**src/rtl/aes_pt_feeder_if.sv**
```systemverilog
// Control/data bundle between a plaintext-feeder controller and aes_pt_feeder.
// slave is the feeder side; master is the controller/FIFO/AES side.
interface aes_pt_feeder_if #(
   parameter int pCOUNT_WIDTH = 16,
   parameter int pDATA_WIDTH  = 128
);
   logic                    start;
   logic                    abort;
   logic [pCOUNT_WIDTH-1:0] batch_len;
   logic [pDATA_WIDTH-1:0]  seed;
   logic [pDATA_WIDTH-1:0]  fixed_pt;
   logic                    tvla_mode;
   logic                    fifo_full;
   logic                    aes_busy;
   logic                    write_data;
   logic [pDATA_WIDTH-1:0]  data_o;
   logic                    encrypt_go;
   logic                    busy_o;
   logic                    done;
   logic [pCOUNT_WIDTH-1:0] written_count;

   modport slave (
      input  start, abort, batch_len, seed, fixed_pt, tvla_mode, fifo_full, aes_busy,
      output write_data, data_o, encrypt_go, busy_o, done, written_count
   );

   modport master (
      output start, abort, batch_len, seed, fixed_pt, tvla_mode, fifo_full, aes_busy,
      input  write_data, data_o, encrypt_go, busy_o, done, written_count
   );
endinterface

```
**src/rtl/aes_pt_feeder.sv**
```systemverilog
// Batch plaintext generator: 128-bit Fibonacci LFSR feeding an AES input FIFO.
// Define AES_PT_FEEDER_TVLA_EN to compile in fixed/random (TVLA) interleaving.
module aes_pt_feeder #(
   parameter int pCOUNT_WIDTH = 16,
   parameter int pDATA_WIDTH  = 128
) (
   input logic           clk,
   input logic           reset,
   aes_pt_feeder_if.slave bus
);

   typedef enum logic [1:0] {IDLE, FILL, KICK, WAIT} state_e;

   state_e                  state_q, state_d;
   logic [pCOUNT_WIDTH-1:0] count_q, count_d;
   logic [pCOUNT_WIDTH-1:0] len_q, len_d;
   logic [pCOUNT_WIDTH-1:0] count_inc;
   logic [pDATA_WIDTH-1:0]  lfsr_q, lfsr_d;
   logic [pDATA_WIDTH-1:0]  data_q, data_d;
   logic [pDATA_WIDTH-1:0]  pt_sel;
   logic                    write_q, write_d;
   logic                    go_q, go_d;
   logic                    done_q, done_d;
   logic                    low_q, low_d;
   logic                    full_prev_q;

`ifdef AES_PT_FEEDER_TVLA_EN
   logic [pDATA_WIDTH-1:0]  fixed_q, fixed_d;
   logic                    tvla_q, tvla_d;

   assign pt_sel = (tvla_q && lfsr_q[0]) ? fixed_q : lfsr_q;
`else
   logic                    tvla_unused;

   assign tvla_unused = ^{bus.fixed_pt, bus.tvla_mode};
   assign pt_sel      = lfsr_q;
`endif

   function automatic logic [pDATA_WIDTH-1:0] lfsr_step(input logic [pDATA_WIDTH-1:0] v);
      return {v[pDATA_WIDTH-2:0], v[pDATA_WIDTH-1] ^ v[28] ^ v[27] ^ v[26]};
   endfunction

   assign count_inc = count_q + pCOUNT_WIDTH'(1);

   always_comb begin
      // NOTE: every variable gets a default before the case so no path can infer a latch.
      state_d = state_q;
      count_d = count_q;
      len_d   = len_q;
      lfsr_d  = lfsr_q;
      data_d  = data_q;
      write_d = 1'b0;
      go_d    = 1'b0;
      done_d  = 1'b0;
      low_d   = 1'b0;
`ifdef AES_PT_FEEDER_TVLA_EN
      fixed_d = fixed_q;
      tvla_d  = tvla_q;
`endif

      unique case (state_q)
         IDLE: begin
            if (bus.start) begin
               len_d   = bus.batch_len;
               count_d = '0;
               lfsr_d  = (bus.seed == '0) ? pDATA_WIDTH'(1) : bus.seed;
`ifdef AES_PT_FEEDER_TVLA_EN
               fixed_d = bus.fixed_pt;
               tvla_d  = bus.tvla_mode;
`endif
               if (bus.batch_len == '0) done_d  = 1'b1;
               else                     state_d = FILL;
            end
         end

         FILL: begin
            if (bus.abort) begin
               state_d = IDLE;
               done_d  = 1'b1;
            end else if (!bus.fifo_full) begin
               write_d = 1'b1;
               data_d  = pt_sel;
               lfsr_d  = lfsr_step(lfsr_q);
               count_d = count_inc;
               if (count_inc == len_q) state_d = KICK;
            end else if (!full_prev_q && !bus.aes_busy) begin
               // FIFO just filled up: start the core so it drains while we stall.
               go_d = 1'b1;
            end
         end

         KICK: begin
            state_d = bus.abort ? IDLE : WAIT;
            done_d  = bus.abort;
            go_d    = !bus.abort;
         end

         WAIT: begin
            if (bus.abort) begin
               state_d = IDLE;
               done_d  = 1'b1;
            end else if (!bus.aes_busy) begin
               // Two consecutive idle cycles from the core end the batch.
               if (low_q) begin
                  state_d = IDLE;
                  done_d  = 1'b1;
               end else begin
                  low_d = 1'b1;
               end
            end
         end

         default: state_d = IDLE;
      endcase
   end

   always_ff @(posedge clk or posedge reset) begin
      if (reset) begin
         state_q     <= IDLE;
         count_q     <= '0;
         len_q       <= '0;
         lfsr_q      <= pDATA_WIDTH'(1);
         data_q      <= '0;
         write_q     <= 1'b0;
         go_q        <= 1'b0;
         done_q      <= 1'b0;
         low_q       <= 1'b0;
         full_prev_q <= 1'b0;
`ifdef AES_PT_FEEDER_TVLA_EN
         fixed_q     <= '0;
         tvla_q      <= 1'b0;
`endif
      end else begin
         // NOTE: non-blocking assignments so every register samples pre-edge values.
         state_q     <= state_d;
         count_q     <= count_d;
         len_q       <= len_d;
         lfsr_q      <= lfsr_d;
         data_q      <= data_d;
         write_q     <= write_d;
         go_q        <= go_d;
         done_q      <= done_d;
         low_q       <= low_d;
         full_prev_q <= bus.fifo_full;
`ifdef AES_PT_FEEDER_TVLA_EN
         fixed_q     <= fixed_d;
         tvla_q      <= tvla_d;
`endif
      end
   end

   assign bus.write_data    = write_q;
   assign bus.data_o        = data_q;
   assign bus.encrypt_go    = go_q;
   assign bus.done          = done_q;
   assign bus.busy_o        = (state_q != IDLE);
   assign bus.written_count = count_q;

endmodule

```
**src/flat_wrapper.sv**
```systemverilog
// flat-port wrapper written by rule: the top's interface ports become plain ports
module aes_pt_feeder_flat 
#(
   parameter int pCOUNT_WIDTH = 16,
   parameter int pDATA_WIDTH  = 128
)
  (clk, reset, bus_start, bus_abort, bus_batch_len, bus_seed, bus_fixed_pt, bus_tvla_mode, bus_fifo_full, bus_aes_busy, bus_write_data, bus_data_o, bus_encrypt_go, bus_busy_o, bus_done, bus_written_count);
  aes_pt_feeder_if #(.pCOUNT_WIDTH(pCOUNT_WIDTH), .pDATA_WIDTH(pDATA_WIDTH)) bus_i ();
  input logic clk;
  input logic reset;
  input wire logic [$bits(bus_i.start)-1:0] bus_start;
  input wire logic [$bits(bus_i.abort)-1:0] bus_abort;
  input wire logic [$bits(bus_i.batch_len)-1:0] bus_batch_len;
  input wire logic [$bits(bus_i.seed)-1:0] bus_seed;
  input wire logic [$bits(bus_i.fixed_pt)-1:0] bus_fixed_pt;
  input wire logic [$bits(bus_i.tvla_mode)-1:0] bus_tvla_mode;
  input wire logic [$bits(bus_i.fifo_full)-1:0] bus_fifo_full;
  input wire logic [$bits(bus_i.aes_busy)-1:0] bus_aes_busy;
  output wire logic [$bits(bus_i.write_data)-1:0] bus_write_data;
  output wire logic [$bits(bus_i.data_o)-1:0] bus_data_o;
  output wire logic [$bits(bus_i.encrypt_go)-1:0] bus_encrypt_go;
  output wire logic [$bits(bus_i.busy_o)-1:0] bus_busy_o;
  output wire logic [$bits(bus_i.done)-1:0] bus_done;
  output wire logic [$bits(bus_i.written_count)-1:0] bus_written_count;
  assign bus_i.start = bus_start;
  assign bus_i.abort = bus_abort;
  assign bus_i.batch_len = bus_batch_len;
  assign bus_i.seed = bus_seed;
  assign bus_i.fixed_pt = bus_fixed_pt;
  assign bus_i.tvla_mode = bus_tvla_mode;
  assign bus_i.fifo_full = bus_fifo_full;
  assign bus_i.aes_busy = bus_aes_busy;
  assign bus_write_data = bus_i.write_data;
  assign bus_data_o = bus_i.data_o;
  assign bus_encrypt_go = bus_i.encrypt_go;
  assign bus_busy_o = bus_i.busy_o;
  assign bus_done = bus_i.done;
  assign bus_written_count = bus_i.written_count;
  aes_pt_feeder #(.pCOUNT_WIDTH(pCOUNT_WIDTH), .pDATA_WIDTH(pDATA_WIDTH)) u_core (.clk(clk), .reset(reset), .bus(bus_i));
endmodule
```
**config.mk**
```make
export PLATFORM = sky130hd
export DESIGN_NAME = aes_pt_feeder_flat
export DESIGN_NICKNAME = d
export VERILOG_FILES = /design/src/rtl/aes_pt_feeder_if.sv /design/src/rtl/aes_pt_feeder.sv /design/src/flat_wrapper.sv
export SDC_FILE = /design/constraint.sdc
export NUM_CORES = 1
export LEC_CHECK = 0
export ABC_AREA = 1
export CAP_MARGIN = 10
export CELL_PAD_IN_SITES_DETAIL_PLACEMENT = 1
export CELL_PAD_IN_SITES_GLOBAL_PLACEMENT = 2
export CORE_MARGIN = 5
export CORE_UTILIZATION = 27
export CTS_CLUSTER_SIZE = 40
export DETAILED_ROUTE_END_ITERATION = 12
export PLACE_DENSITY = 0.91
export SLEW_MARGIN = 10
export SYNTH_ARGS = -nofsm -noshare
export SYNTH_HDL_FRONTEND = slang
export SYNTH_SLANG_ARGS = --single-unit
```
**constraint.sdc**
```tcl
create_clock -name clk -period 13.3 [get_ports clk]
set_input_delay 3.325 -clock clk [delete_from_list [all_inputs] [get_ports clk]]
set_output_delay 3.325 -clock clk [all_outputs]
set_load 0.01 [all_outputs]
```
Yosys cells after proc, flatten, opt, wreduce, memory -nomap -nowiden:

Cells that the tools add are included.

* add/subtract/negate cells: 1
* equal/unequal tests: 12
* mux-type cells: 37
* bitwise gates (word level): 5
* reduce and logical (&&, ||, !) cells: 13

Operators with widths (count)
* $mux 128: 4
* $pmux 128 s2: 1
* $logic_not 128->1: 1
* $mux 16: 3
* $pmux 16 s2: 1
* $mux 2: 9
* $add 16x1->16 const B: 1
* $eq 16x16->1: 1
* $logic_not 16->1: 1
* $mux 1: 16
* $ne 2x2->1 const B: 4
* $pmux 2 s4: 1
* $ne 3x2->1 const B: 2
* $ne 3x3->1 const B: 2
* $reduce_and 6->1: 1
* $eq 2x2->1 const B: 2
* $pmux 1 s4: 1
* $reduce_and 4->1: 1
* $reduce_bool 2->1: 2
* $logic_not 1->1: 3
* $reduce_and 3->1: 1
* $xor 1x1->1: 3
* $eq 2x1->1 const B: 1
* $logic_not 2->1: 1
* 4 further kinds: 5

* flip-flop bits (word level): 295
* output and inout bits: 148

Logic depth before layout (Yosys ltp):

* depth after elaboration: 6
* mapped depth: 16

Least setup slack after synthesis:

No wires, ideal clock.

* path kind: in2reg
* start: input bus_start
* end: register u_core.lfsr_q[70]
* arrival time: 4.353 ns
* slack: 8.808 ns
* stages: 8
* cells stage by stage: nand2_1 -> o21ai_0 -> nand2_1 -> inv_1 -> nand2_1 -> clkbuf_1 -> buf_2 -> o221ai_1

* longest elaborated chain between the ends: 2

RTL lines
* from (decl): line flat_wrapper.sv:11 `input wire logic [$bits(bus_i.start)-1:0] bus_start;`
* $ne 2x2->1 (no source line)
* $reduce_and 4->1 (no source line)
* to (signal assigned): line aes_pt_feeder.sv:122 `lfsr_q <= pDATA_WIDTH'(1);`
* to (signal assigned): line aes_pt_feeder.sv:138 `lfsr_q <= lfsr_d;`
* to (decl): line aes_pt_feeder.sv:18 `logic [pDATA_WIDTH-1:0] lfsr_q, lfsr_d;`

Every way passes these cells.
A chain may end at the register's enable or synchronous reset.

Final worst setup path:

* start: input bus_start
* end: register u_core.lfsr_q[68]

Same word-level chain as after synthesis.

==> summary.txt <==
Run status
  – Outcome: finished clean

Clocking
  – Reg clk slew, reported paths: 60 ps
  – Post-CTS setup buffer count: 0
  – Cts hold-fix bufs: 0
  – CTS Buf Count: 37
  – Num Clock Sinks: around 300
  – H-tree levels: 2
  – Worst-skew pair later-pin latency: 530 ps
  – PostCTS Resize Cnt: 0
  – Root Buffer: clkbuf_16
  – Maximum root-to-sink buffer count: 3
  – CTS tree: built

Pwr
  – NetSw: 1.56 mW
  – Pwr Density: 234 nW/um2
  – Pint: 2.53 mW
  – Clock Power Share: between 20% and 30%
  – Sw Share: 38.1%
  – Leakage: 7.52 nW
  – Sequential Power Share: a little over a third
  – Comb power frac: 40.6%
  – Worst VDD drop: 0.117 mV

Synthesis
  – Syn. warnings: 0
  – Yosys reg bits: between 200 and 300
  – Largest family of logic cells by synthesized area: simple AND/OR/NAND/NOR gates
  – Synth Area in Compound Gates: 15.7%
  – Synth Cell Area: 12800 um2
  – Post-Synth XOR/XNOR Area: less than 1%
  – Synth Area in Simple Gates: 17.2%
  – Synth Net Count: 1667
  – Synthesized-area fraction occupied by adder cells: 0.489%
  – Cell variety after synth: 27
  – Cells after Synth: around 1400
  – Register area share after synthesis: 57.7%
  – Avg Inst Size Synth: a little over 9 um2
  – Mux contribution to synthesized area: 0%

Routing
  – Initial DRT Pass Iterations: 5
  – DRT antenna net count: 0
  – Drt wl/cell: between 15 and 20 um
  – Post-DR vias/cell: 4.87
  – Total Wirelength: 43000 um
  – Remaining DRCs: 0
  – Vias: 11100
  – Initial DRC Count: approximately 670

Floorplan
  – Core area: 46800 um2
  – Initial Utilization: 27.4%
  – Die outline width: between 200 and 250 um
  – Die area: 51900 um2
  – Die H: 228 um
  – Row Count: 79
  – # IOs: 427

STA
  – Hold Vio Cnt, Final: 0
  – Final setup fails: 0
  – Final worst-path cycle share: about half
  – Setup Total Neg Slack: 0 ps
  – Crit path time final: slightly below 7000 ps
  – Clk_skew: 18.7 ps
  – Fmax: about 150 MHz
  – Max-slew violations: 0
  – Worst-margin pin slew: between 1000 and 1500 ps
  – RSZ-0062 raised after global routing: no
  – Slew headroom: 22.2%

Job
  – Max Cap Violations: 0

Critical path
  – Worst Setup End Kind: register
  – Critical path fanouts, max: 79
  – Data arrival time of the critical path: 7210 ps
  – Worst Setup Start Kind: primary input
  – Crit Path Category: in -> reg
  – Worst EP required: 13660 ps

Global routing
  – Vias in the first global route: approximately 12000
  – Grt ovf: 0
  – Initial antenna violation count: 6
  – All-Layer GR Usage: 16.2%
  – First-pass GRT wire length: 69000 um
  – Largest net degree at the start of global routing: 146

Finish
  – Layout Utilization: 37.3%
  – FF/Latch Area: 7380 um2
  – Area of the multi-input gates: 4360 um2
  – Fin nets: between 1500 and 2000
  – Syn-to-layout area delta: 36.4%
  – Fraction of layout cells with a size suffix above 1: ~4.4%
  – Commonest non-fill, non-tap cell in the layout: clkdlybuf4s50_1
  – Fill cell count: 5375
  – Commonest cells after routing, fill and taps aside: 297 x clkdlybuf4s50_1, 294 x dfrtp_1, 239 x nand2_1, 178 x inv_1, 156 x o21ai_0

Placed design
  – Post-DP HPWL: 30400 um
  – PortBufs: 297
  – GP Congestion: about 0.78

Worst hold path
  – Min-Delay Path Class: reg -> reg
[routing by layer]
layer / part of all wire, % / track usage, % / vias up
li1: - / - / 5271
met1: 44 / 21.2 / 5492
met2: 48 / 27.1 / 250
met3: 5.4 / 3.95 / 60
met4: 2.0 / 4.48 / 6
met5: 0.095 / 0 / -
[final cells by class]
| type | count | area share (%) |
|---|---|---|
| multi-input combinational | 816 | 25.0 |
| clock inverter | 12 | 0.581 |
| inverter | 182 | 4.04 |
| clock buffer | 54 | 6.31 |
| tap | 607 | 4.35 |
| antenna | 3 | 0.0430 |
| timing repair buffer | 305 | 17.4 |
| sequential | 295 | 42.3 |
[cell families (layout without fill, tap and decap cells)]
family                   count (synthesis)  after routing
AND/OR/NAND/NOR                        500            500
XOR/XNOR                                 9              9
flip-flops                             295            295
AO/OA/AOI/OAI                          302            302
other                                    0              3
buffers and inverters                  272            553
adder cells (fa/ha/maj)                  5              5
[final timing paths]
check	start	to	slack [ps]	cells past startpoint
setup reg to reg	u_core.state_q[0]	u_core.lfsr_q[68]	8890	9
hold reg to reg	u_core.low_q	u_core.low_q	450	1
min in group asynchronous	reset	u_core.lfsr_q[118]	3300	2
setup / recovery	bus_start	u_core.lfsr_q[68]	6450	8
hold / removal	u_core.low_q	u_core.low_q	450	1
max in group asynchronous	reset	u_core.lfsr_q[40]	7730	4
[worst max-delay path, stage by stage]
cell	delay, ps
clkdlybuf4s50_1	440
nand2_1	710
o21ai_0	200
nand2_1	350
inv_8	210
nand2_4	730
buf_4	790
o221ai_1	240
[synthesized netlist by cell type, drive strengths merged]
cell	n	area, um2
a21boi	1	7.51
a21o	1	7.51
a21oi	3	15.0
and3	1	6.26
buf	33	163
clkbuf	57	214
dfrtp	294	7360
dfstp	1	26.3
ha	5	62.6
inv	182	683
nand2	240	901
nand3	155	776
nand3b	8	60.1
nand4	15	93.8
nor2	54	205
nor3	4	20.0
nor4	21	131
o21ai	158	791
o221ai	127	1110
o22ai	12	75.1
or2	1	6.26
or3	1	6.26
xnor2	5	43.8
xor2	4	35.0
[power by group through the flow]
| stage | logic [mW] | clock network, mW | registers [mW] |
|---|---|---|---|
| after global placement | 1.62 | 0 | 1.44 |
| after floorplan | 0.940 | 0 | 1.49 |
| after CTS | 1.69 | 1.03 | 1.44 |
| after global routing | 1.85 | 1.06 | 1.48 |
| final | 1.66 | 0.991 | 1.44 |
| after detailed placement | 1.68 | 0 | 1.46 |
[registers in the layout (all words and copies together), names as in the netlist]
| name | count |
|---|---|
| u_core.bus.write_data | 1 |
| u_core.bus.done | 1 |
| u_core.bus.encrypt_go | 1 |
| u_core.bus.written_count | 16 |
| u_core.bus.data_o | 128 |
| u_core.len_q | 16 |
| u_core.full_prev_q | 1 |
| u_core.state_q | 2 |
| u_core.lfsr_q | 128 |
| u_core.low_q | 1 |
[through the flow]
stage               hold WS [ps]  total power [mW]  area (um2)  cells  setup slack [ps]
global placement             422              3.06       16200   2205              6040
CTS                          446              4.16       17400   2271              6500
finish                       447              4.09       17500   2274              6450
global route                 458              4.39       17500   2273              6190
detailed placement           438              3.14       16200   2205              5920
floorplan                    407              2.43       12800   1383              1830
Note: power is estimated with default switching activity, not from simulation.
